[config.mk]
export PLATFORM = sky130hd
export DESIGN_NAME = hazard_forward_ctrl
export DESIGN_NICKNAME = d
export VERILOG_FILES = /design/src/rtl/hazard_pkg.sv /design/src/rtl/hazard_src_match.sv /design/src/rtl/hazard_forward_ctrl.sv
export SDC_FILE = /design/constraint.sdc
export NUM_CORES = 1
export LEC_CHECK = 0
export CAP_MARGIN = 0
export CORE_MARGIN = 2
export CORE_UTILIZATION = 40
export CTS_CLUSTER_SIZE = 8
export DETAILED_ROUTE_END_ITERATION = 7
export PLACE_DENSITY = 0.64
export RECOVER_POWER = 25
export SLEW_MARGIN = 20
export SYNTH_ARGS = -nofsm -noshare
export SYNTH_HDL_FRONTEND = slang
export SYNTH_SLANG_ARGS = --single-unit
[constraint.sdc]
create_clock -name clk -period 4.64 [get_ports clk]
set_input_delay 0.464 -clock clk [delete_from_list [all_inputs] [get_ports clk]]
set_output_delay 0.464 -clock clk [all_outputs]
set_load 0.005 [all_outputs]
[src/rtl/hazard_pkg.sv]
// Shared types and helpers for the hazard/forwarding controller.
//   slot_t        : one tracked in-flight writer (EX..WB shadow entry)
//   FWD_RF        : bypass select value meaning "take operand from regfile"
//   clamp_rdy_stg : maps a raw ready-stage onto the legal range 1..DEPTH-1
// slot_t fields are sized for the widest supported configuration
// (REG_W <= HZ_RD_W, DEPTH <= 2**HZ_STG_W); narrower values are zero-extended.
package hazard_pkg;

    localparam int HZ_RD_W  = 8;
    localparam int HZ_STG_W = 4;
    localparam int FWD_RF   = 0;

    typedef struct packed {
        logic                valid;
        logic                regwrite;
        logic [HZ_RD_W-1:0]  rd;
        logic [HZ_STG_W-1:0] rdy_stg;
    } slot_t;

    // A ready stage of 0 is meaningless (nothing is forwardable before EX
    // finishes), and anything past WB is only reachable through the regfile.
    function automatic logic [HZ_STG_W-1:0] clamp_rdy_stg(
        input logic [HZ_STG_W-1:0] stg,
        input logic [HZ_STG_W-1:0] max_stg
    );
        if (stg == '0)
            return HZ_STG_W'(1);
        else if (stg > max_stg)
            return max_stg;
        else
            return stg;
    endfunction

endpackage

[src/rtl/hazard_src_match.sv]
// Compares one source register against a window of N tracked slots and
// reports the youngest (lowest-index) matching writer.
//   en      : source is real and actually read
//   src     : source register (zero-extended)
//   slots   : window of slots, element 0 is the youngest
//   hit     : a writer of src exists in the window
//   idx     : slot index of the youngest writer (window index + OFFSET), 0 if none
//   hit_rdy : ready stage of that writer
// Register 0 never matches.
module hazard_src_match
    import hazard_pkg::*;
#(
    parameter int N      = 2,
    parameter int OFFSET = 0,
    parameter int IDX_W  = 2
) (
    input  logic                en,
    input  logic [HZ_RD_W-1:0]  src,
    input  slot_t               slots [N],
    output logic                hit,
    output logic [IDX_W-1:0]    idx,
    output logic [HZ_STG_W-1:0] hit_rdy
);

    always_comb begin
        hit     = 1'b0;
        idx     = '0;
        hit_rdy = '0;
        // Scan oldest to youngest so the youngest match overwrites the rest.
        for (int i = N - 1; i >= 0; i--) begin
            if (en && (src != '0) && slots[i].valid && slots[i].regwrite &&
                (slots[i].rd == src)) begin
                hit     = 1'b1;
                idx     = IDX_W'(i + OFFSET);
                hit_rdy = slots[i].rdy_stg;
            end
        end
    end

endmodule

[src/rtl/hazard_forward_ctrl.sv]
// Forwarding and load-use / multi-cycle hazard controller.
// Keeps a shadow shift chain of the writers in EX..WB (slot 0 = EX,
// slot DEPTH-1 = WB) and derives, combinationally:
//   fwd_sel : per EX source, 0 = regfile, k = bypass from slot k
//   stall   : hold PC/IF-ID and inject a bubble into EX
// Ports:
//   clk, rst_n        clock (rising edge), async active-low reset
//   id_valid          ID instruction is real
//   id_regwrite/id_rd ID destination
//   id_rdy_stg        first slot at which the ID result is forwardable
//   id_src/id_src_use ID sources, src s at [s*REG_W +: REG_W]
//   flush             squash ID and EX (branch taken)
//   stall, fwd_sel    outputs as above
//   stall_cnt         saturating stall-cycle counter, only when
//                     HAZARD_PERF_CNT_EN is defined
// Supported range: 2 <= DEPTH <= 16, REG_W <= 8.
module hazard_forward_ctrl
    import hazard_pkg::*;
#(
    parameter int REG_W   = 5,
    parameter int NUM_SRC = 2,
    parameter int DEPTH   = 3,
    localparam int SEL_W  = $clog2(DEPTH)
) (
    input  logic                     clk,
    input  logic                     rst_n,
    input  logic                     id_valid,
    input  logic                     id_regwrite,
    input  logic [REG_W-1:0]         id_rd,
    input  logic [SEL_W-1:0]         id_rdy_stg,
    input  logic [NUM_SRC*REG_W-1:0] id_src,
    input  logic [NUM_SRC-1:0]       id_src_use,
    input  logic                     flush,
    output logic                     stall,
    output logic [NUM_SRC*SEL_W-1:0] fwd_sel
`ifdef HAZARD_PERF_CNT_EN
    ,
    output logic [31:0]              stall_cnt
`endif
);

    slot_t                    slot_q [DEPTH];
    logic [NUM_SRC*REG_W-1:0] ex_src_q;
    logic [NUM_SRC-1:0]       ex_src_use_q;
    slot_t                    id_slot;

    always_comb begin
        id_slot.valid    = 1'b1;
        id_slot.regwrite = id_regwrite;
        id_slot.rd       = HZ_RD_W'(id_rd);
        id_slot.rdy_stg  = clamp_rdy_stg(HZ_STG_W'(id_rdy_stg), HZ_STG_W'(DEPTH - 1));
    end

    // Post-EX stages never stall, so everything past slot 0 shifts
    // unconditionally. Only the EX instruction's sources are ever looked at
    // again, so they are kept beside slot 0 instead of travelling down.
    always_ff @(posedge clk or negedge rst_n) begin
        if (!rst_n) begin
            for (int k = 0; k < DEPTH; k++)
                slot_q[k] <= '0;
            ex_src_q     <= '0;
            ex_src_use_q <= '0;
        end else begin
            for (int k = 2; k < DEPTH; k++)
                slot_q[k] <= slot_q[k-1];
            slot_q[1] <= flush ? '0 : slot_q[0];
            if (id_valid && !stall && !flush) begin
                slot_q[0]    <= id_slot;
                ex_src_q     <= id_src;
                ex_src_use_q <= id_src_use;
            end else begin
                slot_q[0]    <= '0;
                ex_src_use_q <= '0;
            end
        end
    end

    slot_t fwd_view   [DEPTH-1];
    slot_t stall_view [DEPTH-1];

    always_comb begin
        for (int i = 0; i < DEPTH - 1; i++) begin
            fwd_view[i]   = slot_q[i+1];
            stall_view[i] = slot_q[i];
        end
    end

    logic                fwd_hit [NUM_SRC];
    logic [SEL_W-1:0]    fwd_idx [NUM_SRC];
    logic [HZ_STG_W-1:0] fwd_rdy [NUM_SRC];
    logic                st_hit  [NUM_SRC];
    logic [SEL_W-1:0]    st_idx  [NUM_SRC];
    logic [HZ_STG_W-1:0] st_rdy  [NUM_SRC];

    for (genvar s = 0; s < NUM_SRC; s++) begin : g_src
        // EX operand bypass: writers in MEM..WB.
        hazard_src_match #(
            .N      (DEPTH - 1),
            .OFFSET (1),
            .IDX_W  (SEL_W)
        ) u_fwd (
            .en      (slot_q[0].valid & ex_src_use_q[s]),
            .src     (HZ_RD_W'(ex_src_q[s*REG_W +: REG_W])),
            .slots   (fwd_view),
            .hit     (fwd_hit[s]),
            .idx     (fwd_idx[s]),
            .hit_rdy (fwd_rdy[s])
        );

        // ID hazard check: writers in EX..(WB-1); WB is covered by the
        // write-first regfile.
        hazard_src_match #(
            .N      (DEPTH - 1),
            .OFFSET (0),
            .IDX_W  (SEL_W)
        ) u_stall (
            .en      (id_valid & id_src_use[s]),
            .src     (HZ_RD_W'(id_src[s*REG_W +: REG_W])),
            .slots   (stall_view),
            .hit     (st_hit[s]),
            .idx     (st_idx[s]),
            .hit_rdy (st_rdy[s])
        );
    end

    always_comb begin
        fwd_sel = '0;
        for (int s = 0; s < NUM_SRC; s++)
            fwd_sel[s*SEL_W +: SEL_W] = fwd_hit[s] ? fwd_idx[s] : SEL_W'(FWD_RF);
    end

    // Writer in slot j reaches slot j+1 by the time this instruction is in
    // EX; stall unless its result is forwardable from there.
    logic [NUM_SRC-1:0] stall_need;

    always_comb begin
        stall_need = '0;
        for (int s = 0; s < NUM_SRC; s++)
            stall_need[s] = st_hit[s] &&
                            (st_rdy[s] > (HZ_STG_W'(st_idx[s]) + HZ_STG_W'(1)));
    end

    assign stall = (|stall_need) & ~flush;

    // The stall check guarantees a forwarded writer is always ready.
    always_ff @(posedge clk) begin
        if (rst_n) begin
            for (int s = 0; s < NUM_SRC; s++)
                assert (!(fwd_hit[s] && (fwd_rdy[s] > HZ_STG_W'(fwd_idx[s]))));
        end
    end

`ifdef HAZARD_PERF_CNT_EN
    always_ff @(posedge clk or negedge rst_n) begin
        if (!rst_n)
            stall_cnt <= '0;
        else if (stall && (stall_cnt != 32'hFFFF_FFFF))
            stall_cnt <= stall_cnt + 32'd1;
    end
`endif

endmodule

* Word level (Yosys, flattened, before mapping)
Cells that the tools add are included.
Storage, ports and cells: register bits after elaboration 50, bits of input ports 24
Cells by class: muxes and demuxes 27, reductions and logical operators 40, magnitude comparators 3, add/sub/neg operators 2, bitwise gates (word level) 6, eq/ne operators 8
Operators with widths (count):
- 8-bit by 5-bit == test with 1-bit output | 8
- 1-bit logical AND | 32
- 8-bit nonzero test | 4
- 14-bit two-way mux | 2
- 4-bit two-way mux | 5
- 2-bit two-way mux | 8
- 1-bit two-way mux | 12
- 4-bit by 3-bit greater-than comparator with 1-bit output | 2
- 2-bit by 1-bit adder with 3-bit output (second input constant) | 2
- 1-bit AND | 5
- 2-bit greater-than comparator (second input constant) | 1
- 1-bit zero test | 2
- 2-bit zero test | 1
- 2-bit OR reduction | 1
- 1-bit inverter | 1

* Longest topological paths before layout
Gate-level depths: netlist of run 1.
depth after elaboration 16, mapped depth 15, gate-level depth less buffers 13

* Hierarchy
Synthesis of run 1 repeated with hierarchy kept, for this count alone.
Unflattened totals: cells, all modules 297, area total of the unflattened synthesis 2951.6 µm²
Modules (own cells, without submodules):
- hazard_forward_ctrl | sequential area each 975.9 µm², area each 1515.2 µm², instances 1, cells an instance 109
- hazard_src_match (g_src[0].u_stall ...) | sequential area each 0.0 µm², area each 425.4 µm², instances 2, cells an instance 50
- hazard_src_match (g_src[0].u_fwd ...) | sequential area each 0.0 µm², area each 292.8 µm², instances 2, cells an instance 44

* Worst setup path before layout of run 1
No wires, ideal clock.
kind register -> register, start point register slot_q, in the netlist fwd_view[22], end point register ex_src_q[0], data required time 4.513 ns, cell stages (with the launch flop) 13, path buffers 2, setup time 0.127 ns, setup slack 1.723 ns, arrival time 2.789 ns, period minus slack after synthesis 2.917 ns, cell sequence dfrtp_1 -> clkbuf_1 -> xnor2_1 -> nand4_1 -> nor4b_1 -> a21oi_1 -> nor2b_1 -> ha_1 -> a21oi_1 -> a21oi_1 -> a311oi_2 -> buf_6 -> mux2_1
On the way: longest elaborated chain between the ends 12
Ends and longest elaborated chain:
- from (decl) | line hazard_forward_ctrl.sv:42 | slot_t slot_q [DEPTH];
- from (signal, indexed assignment) | line hazard_forward_ctrl.sv:65 | slot_q[k] <= slot_q[k-1];
- 8-bit by 5-bit == test with 1-bit output | line hazard_src_match.sv:32 | (slots[i].rd == src)) begin
- 1-bit logical AND | line hazard_src_match.sv:31 | if (en && (src != '0) && slots[i].valid && slots[i].regwrite &&
- 1-bit two-way mux (2 in a row) | line hazard_src_match.sv:31
- 2-bit by 1-bit adder with 3-bit output | line hazard_forward_ctrl.sv:140 | (st_rdy[s] > (HZ_STG_W'(st_idx[s]) + HZ_STG_W'(1)));
- 4-bit by 3-bit greater-than comparator with 1-bit output | line hazard_forward_ctrl.sv:140
- 1-bit logical AND | line hazard_forward_ctrl.sv:139 | stall_need[s] = st_hit[s] &&
- 2-bit OR reduction (*) | line hazard_forward_ctrl.sv:143 | assign stall = (|stall_need) & ~flush;
- 1-bit AND (*) | line hazard_forward_ctrl.sv:143
- 1-bit zero test (*) | line hazard_forward_ctrl.sv:67 | if (id_valid && !stall && !flush) begin
- 1-bit logical AND (*) (2 in a row) | line hazard_forward_ctrl.sv:67
- to (signal assigned) | line hazard_forward_ctrl.sv:69 | ex_src_q <= id_src;
- to (decl) | line hazard_forward_ctrl.sv:43 | logic [NUM_SRC*REG_W-1:0] ex_src_q;
Every way passes the cells marked *; elsewhere a longest branch is shown, timed or not. A chain may end at the register's enable or synchronous reset.

* Final worst setup path of run 1
start point input id_src[4], end point output stall
On the way: longest elaborated chain between the ends 12
Ends and longest elaborated chain:
- from (decl) | line hazard_forward_ctrl.sv:31 | input logic [NUM_SRC*REG_W-1:0] id_src,
- 8-bit nonzero test | line hazard_src_match.sv:31
- 1-bit logical AND (4 in a row) | line hazard_src_match.sv:31
- 1-bit two-way mux (2 in a row) | line hazard_src_match.sv:31
- 2-bit by 1-bit adder with 3-bit output | line hazard_forward_ctrl.sv:140
- 4-bit by 3-bit greater-than comparator with 1-bit output | line hazard_forward_ctrl.sv:140
- 1-bit logical AND (*) | line hazard_forward_ctrl.sv:139
- 2-bit OR reduction (*) | line hazard_forward_ctrl.sv:143
- 1-bit AND (*) | line hazard_forward_ctrl.sv:143
- to (decl) | line hazard_forward_ctrl.sv:34 | output logic stall,
Marked as above.

==> results of run 1 <==
-- power by group --
| group | internal [mW] | switching (mW) | leakage [nW] |
|---|---|---|---|
| Sequential | 0.343 | 0.0265 | 0.484 |
| Combinational | 0.0549 | 0.0414 | 0.416 |
| Clock | 0.104 | 0.109 | 0.0450 |
| Total | 0.502 | 0.177 | 0.945 |
-- layout make-up --
type                            count  area, sq um  share of cell area
Clock buffer                        6         72.6              0.0311
Clock inverter                      2         10.0             0.00429
Inverter                            4         15.0             0.00643
Multi-Input combinational cell    126          961               0.412
Sequential cell                    37          926               0.397
Tap cell                           54         67.6              0.0290
Timing Repair Buffer               29          282               0.121
-- Yosys cell counts, drive strengths merged --
cell     n
a211oi   1
a21oi    5
a22oi    2
a311oi   1
a31oi    1
and2     9
buf      2
clkbuf   3
dfrtp   37
ha       4
inv      4
mux2    10
nand2    4
nand2b   4
nand4    8
nor2     6
nor2b   10
nor3     4
nor4     4
nor4b    1
o211ai   3
o21a     1
o311a    1
o31ai    1
or2      1
or3      2
or4      3
xnor2   26
xor2    14
-- worst register-to-register path, stage by stage (launching register included) --
cell,delay (ps)
dfrtp_1,490
xnor2_1,220
nand4_1,140
nor4b_1,600
a21oi_1,150
nor2b_1,140
ha_1,250
a21oi_1,130
a21oi_1,80
a311oi_2,260
buf_4,300
mux2_1,360
-- cell families (layout without fill, tap and decap cells) --
kind of cell / after synthesis / count (layout) / synth area share
simple gates: 56 / 56 / 0.169
xor+xnor: 40 / 40 / 0.182
flops: 37 / 37 / 0.480
compound gates: 16 / 16 / 0.0629
mux: 10 / 10 / 0.0584
buf+inv: 9 / 41 / 0.0220
fa+ha+maj: 4 / 4 / 0.0259
-- layer usage --
metal / global-route usage / vias to the layer above / wire length, microns
met5: 0 / - / 0
met4: 0.0747 / 0 / 94
met3: 0.0384 / 11 / 126
met2: 0.283 / 26 / 2020
met1: 0.227 / 679 / 1810
li1: - / 651 / -
-- state kept, by name, summed over array words and instances (netlist names) --
register	cells
ex_src_use_q	2
ex_src_q	10
slot_q	9
fwd_view	16
-- final timing paths --
path	from	endpoint	slack [ps]	cells past startpoint
max	id_src[4]	stall	460	13
min	fwd_view[27]$_DFF_PN0_	fwd_view[13]$_DFF_PN0_	380	0
max reg2reg	fwd_view[21]$_DFF_PN0_	ex_src_q[7]$_DFFE_PN0P_	1390	11
min reg2reg	fwd_view[27]$_DFF_PN0_	fwd_view[13]$_DFF_PN0_	380	0
max in group asynchronous	rst_n	slot_q[40]$_DFF_PN0_	2270	2
min in group asynchronous	rst_n	ex_src_q[3]$_DFFE_PN0P_	1250	2
-- per-stage QoR --
stage                     hold slack, ps  cells  instance area, sq um  utilization
after global placement               360    250                  2250        0.481
after floorplan                      168    172                  1930            -
after global routing                 398    258                  2330        0.497
after CTS                            383    258                  2340        0.498
after detailed placement             365    250                  2250        0.481
final                                380    258                  2330        0.497
==> results.json, run 1 <==
{
  "p_leak_nw": 0.945,
  "wl_microns": 4050,
  "mostFrequentLayoutCell": "dfrtp_1",
  "netlist_instances": 172,
  "worst_path_most_repeated_cell": "clkdlybuf4s50_1",
  "synth_nets": 200,
  "rsz0062_at_grt": "no",
  "coreArea_sq_um": 4690,
  "fin_nets": 231,
  "cp.required_ps": 4180,
  "synth.largest_area_cell": "dfrtp_1",
  "die_w_microns": 73.5,
  "pre_cts_slack_ps": 485,
  "diodes": 0,
  "synth.area.top_cells": "dfrtp_1 (48%), xnor2_1 (12%), xor2_1 (6.4%), mux2_1 (5.8%), nor2b_1 (3.2%)",
  "syn2layout_area_growth_pct": 20.9,
  "final_cell_mix": "dfrtp_1 (37), xnor2_1 (26), clkdlybuf4s50_1 (26)",
  "synthDistinctLibCells": 31,
  "max_stage_delay_ps": 620,
  "violations": "max-capacitance violations, max-slew violations",
  "finClkSkew_ps": 9.26,
  "clock-sinks": 37,
  "cpLargestDelayFamily": "buffers and inverters",
  "clockBufferDepth": 2,
  "final_layout_size_suffix_gt1_frac": 0.0490,
  "status": "finished, violations left",
  "ios": 29,
  "drcViolationCount": 0,
  "grt-ovfl-total": 0,
  "die-area_sq_um": 5390,
  "ys_warn_count": 0,
  "cts_buffers": 5,
  "hold_buffers": 0,
  "cts_tree": "yes",
  "ys_ff_latch": 37,
  "slew_headroom": -0.295,
  "wl_per_cell_microns": 15.7,
  "fin_setup_tns_ps": 0,
  "worst_pin_slew_ps": 1940,
  "final_max_slew_viol_count": 38,
  "port_buffers": 27,
  "grt_use_total": 0.175,
  "worstPathCellList": "clkdlybuf4s50_1 > xnor2_1 > nand4_1 > nor3_1 > nor2b_1 > a22oi_1 > or2_1 > ha_1 > a211oi_1 > o21a_1 > a31oi_1 > nor2_1 > clkdlybuf4s50_1",
  "grt_pass1_vias": 1459,
  "timing.final.crit_share": 0.901,
  "initial_core_util": 0.411,
  "avgSynthCellArea_sq_um": 11.2,
  "critPathCaptureType": "primary output",
  "drt_iter0_drc": 66,
  "min_period_ps": 4180,
  "crit_buf_inv": 2,
  "insertion_delay_ps": 290,
  "ant_nets": 0,
  "crit_type": "input pin to primary output",
  "path_max_fanout": 4,
  "hold_viol": 0,
  "ctsResizeCount": 0,
  "crit_path_top_delay_cell": "clkdlybuf4s50_1",
  "fin_ws_ps": 458,
  "vias_per_cell": 5.30,
  "arrival_ps": 3720,
  "globalplace.congestion": 0.840,
  "dpl.hpwl_microns": 3100,
  "grt_pass1_wl_microns": 7060,
  "nFillCells": 431,
  "cp-start-kind": "input pin",
  "grt_antenna_before_repair": 0,
  "synth.cell_area_sq_um": 1930,
  "rows": 25,
  "max_cap_violations": 1,
  "vias": 1367,
  "cts_root_buf": "clkbuf_8",
  "hold_path.class": "flop to flop",
  "vdd_drop_max_mv": 0.129,
  "timing.fmax_ghz": 0.239,
  "die_y_microns": 73.5,
  "dr.pass1.iters": 4,
  "netlist.area_leader.share": 0.480,
  "post_cts_buffers": 0,
  "ys_seq_area_frac": 0.480,
  "power_density_nw_per_um2": 291,
  "clk_pin_slew_ps": 70,
  "grt_max_degree": 38,
  "p_total_uw": 678,
  "htree_num_levels": 2,
  "setup_viol": 0
}
No activity file was read; power rests on OpenSTA's default activity.
==> inputs of run 2 (changes only) <==
--- a/config.mk
+++ b/config.mk
@@ -6,11 +6,12 @@
 export NUM_CORES = 1
 export LEC_CHECK = 0
 export CAP_MARGIN = 0
-export CORE_MARGIN = 2
+export CORE_ASPECT_RATIO = 0.8
+export CORE_MARGIN = 3
 export CORE_UTILIZATION = 40
 export CTS_CLUSTER_SIZE = 8
 export DETAILED_ROUTE_END_ITERATION = 7
-export PLACE_DENSITY = 0.64
+export PLACE_DENSITY = 0.69
 export RECOVER_POWER = 25
 export SLEW_MARGIN = 20
 export SYNTH_ARGS = -nofsm -noshare
==> run 2 against run 1 <==
The run still ends with max-capacitance violations, max-slew violations left. Setup slack improved by 180 ps. Cell area up 1.6%. Count of clock-buffer cells in the layout rose by 1. Clock skew shrank 3.2 ps. Total power grew 10%. Fmax increased by 4.5%. Critical path type unchanged.
==> results.json, run 2 (same netlist as run 1, synthesis figures left out) <==
{
  "dpl.hpwl_microns": 2990,
  "post_cts_buffers": 0,
  "htree_num_levels": 2,
  "dr.pass1.iters": 4,
  "worst_pin_slew_ps": 1940,
  "critPathCaptureType": "primary output",
  "ctsResizeCount": 0,
  "cpLargestDelayFamily": "buffers and inverters",
  "violations": "max-capacitance violations, max-slew violations",
  "fin_nets": 231,
  "coreArea_sq_um": 4410,
  "clock-sinks": 37,
  "final_cell_mix": "dfrtp_1 (37), xnor2_1 (26), clkdlybuf4s50_1 (26)",
  "crit_type": "input pin to primary output",
  "mostFrequentLayoutCell": "dfrtp_1",
  "die_y_microns": 68.1,
  "worst_path_most_repeated_cell": "clkdlybuf4s50_1",
  "crit_buf_inv": 2,
  "slew_headroom": -0.292,
  "grt_pass1_wl_microns": 6770,
  "grt_antenna_before_repair": 0,
  "syn2layout_area_growth_pct": 22.9,
  "ant_nets": 0,
  "setup_viol": 0,
  "cts_tree": "yes",
  "grt_pass1_vias": 1385,
  "cp-start-kind": "input pin",
  "grt_max_degree": 38,
  "hold_path.class": "flop to flop",
  "rows": 21,
  "clk_pin_slew_ps": 70,
  "min_period_ps": 4000,
  "p_leak_nw": 0.959,
  "post-route-util": 0.537,
  "timing.final.crit_share": 0.862,
  "cts_buffers": 5,
  "final_layout_size_suffix_gt1_frac": 0.0490,
  "wl_per_cell_microns": 15.0,
  "drcViolationCount": 0,
  "crit_path_top_delay_cell": "clkdlybuf4s50_1",
  "vias": 1329,
  "ios": 29,
  "vdd_drop_max_mv": 0.181,
  "globalplace.congestion": 0.804,
  "hold_buffers": 0,
  "die_w_microns": 83.7,
  "arrival_ps": 3540,
  "clockBufferDepth": 2,
  "final_max_slew_viol_count": 38,
  "die-area_sq_um": 5700,
  "cts_root_buf": "clkbuf_8",
  "initial_core_util": 0.437,
  "nFillCells": 388,
  "max_stage_delay_ps": 600,
  "finClkSkew_ps": 6.11,
  "hold_viol": 0,
  "max_cap_violations": 1,
  "worstPathCellList": "clkdlybuf4s50_1 > xnor2_1 > nand4_1 > nor3_1 > nor2b_1 > a22oi_1 > or2_1 > ha_1 > a211oi_1 > o21a_1 > a31oi_1 > nor2_1 > clkdlybuf4s50_1",
  "wl_microns": 3920,
  "largest_register_ff_count": 16,
  "insertion_delay_ps": 290,
  "fin_setup_tns_ps": 0,
  "diodes": 0,
  "drt_iter0_drc": 60,
  "timing.fmax_ghz": 0.250,
  "grt-ovfl-total": 0,
  "power_density_nw_per_um2": 315,
  "cp.required_ps": 4180,
  "status": "finished, violations left",
  "rsz0062_at_grt": "no",
  "port_buffers": 27,
  "vias_per_cell": 5.09,
  "path_max_fanout": 4,
  "grt_use_total": 0.157
}
## run 2: final cells by class
type,count,area (sq um),area share
clock buffers,7,86.3,0.0364
clock inverters,1,30.0,0.0127
inverters,4,15.0,0.00633
multi-input cells,126,961,0.405
flip-flops and latches,37,926,0.391
well taps,57,71.3,0.0301
repair buffers,29,282,0.119
## run 2: worst reg2reg max path: stages, from the launching register on
cell and delay (ps):
dfrtp_1 470, xnor2_1 210, nand4_1 150, nor4b_1 600, a21oi_1 160, nor2b_1 140, ha_1 250, a21oi_1 130
a21oi_1 80, a311oi_2 260, buf_4 290, mux2_1 350
## run 2: layer usage
layer | up-vias | share of wire | GRT usage
li1 | 653 | - | -
met1 | 639 | 0.46 | 0.188
met2 | 29 | 0.47 | 0.268
met3 | 8 | 0.046 | 0.0385
met4 | 0 | 0.022 | 0.0803
met5 | - | 0 | 0
## run 2: stage by stage
stage	area [sq um]	setup WS, ps	instances	hold WS, ps	power [mW]
final	2370	638	261	376	0.746
after global routing	2370	322	261	405	0.784
after CTS	2370	622	261	378	0.758
after detailed placement	2260	643	253	361	0.472
after global placement	2260	665	253	359	0.467
after floorplan	1930	1720	172	168	0.425
## run 2: path summary, 6_finish.rpt
check	from	to	slack, ps	depth (start not counted)
max	id_src[4]	stall	640	13
min	fwd_view[27]$_DFF_PN0_	fwd_view[13]$_DFF_PN0_	380	0
max reg2reg	fwd_view[22]$_DFF_PN0_	ex_src_q[9]$_DFFE_PN0P_	1440	11
min reg2reg	fwd_view[27]$_DFF_PN0_	fwd_view[13]$_DFF_PN0_	380	0
max in group asynchronous	rst_n	fwd_view[22]$_DFF_PN0_	2280	2
min in group asynchronous	rst_n	fwd_view[4]$_DFF_PN0_	1250	2
## run 2: power breakdown
| group | internal [mW] | switching (mW) |
|---|---|---|
| sequential | 0.343 | 0.0270 |
| clock | 0.175 | 0.107 |
| combinational | 0.0549 | 0.0394 |
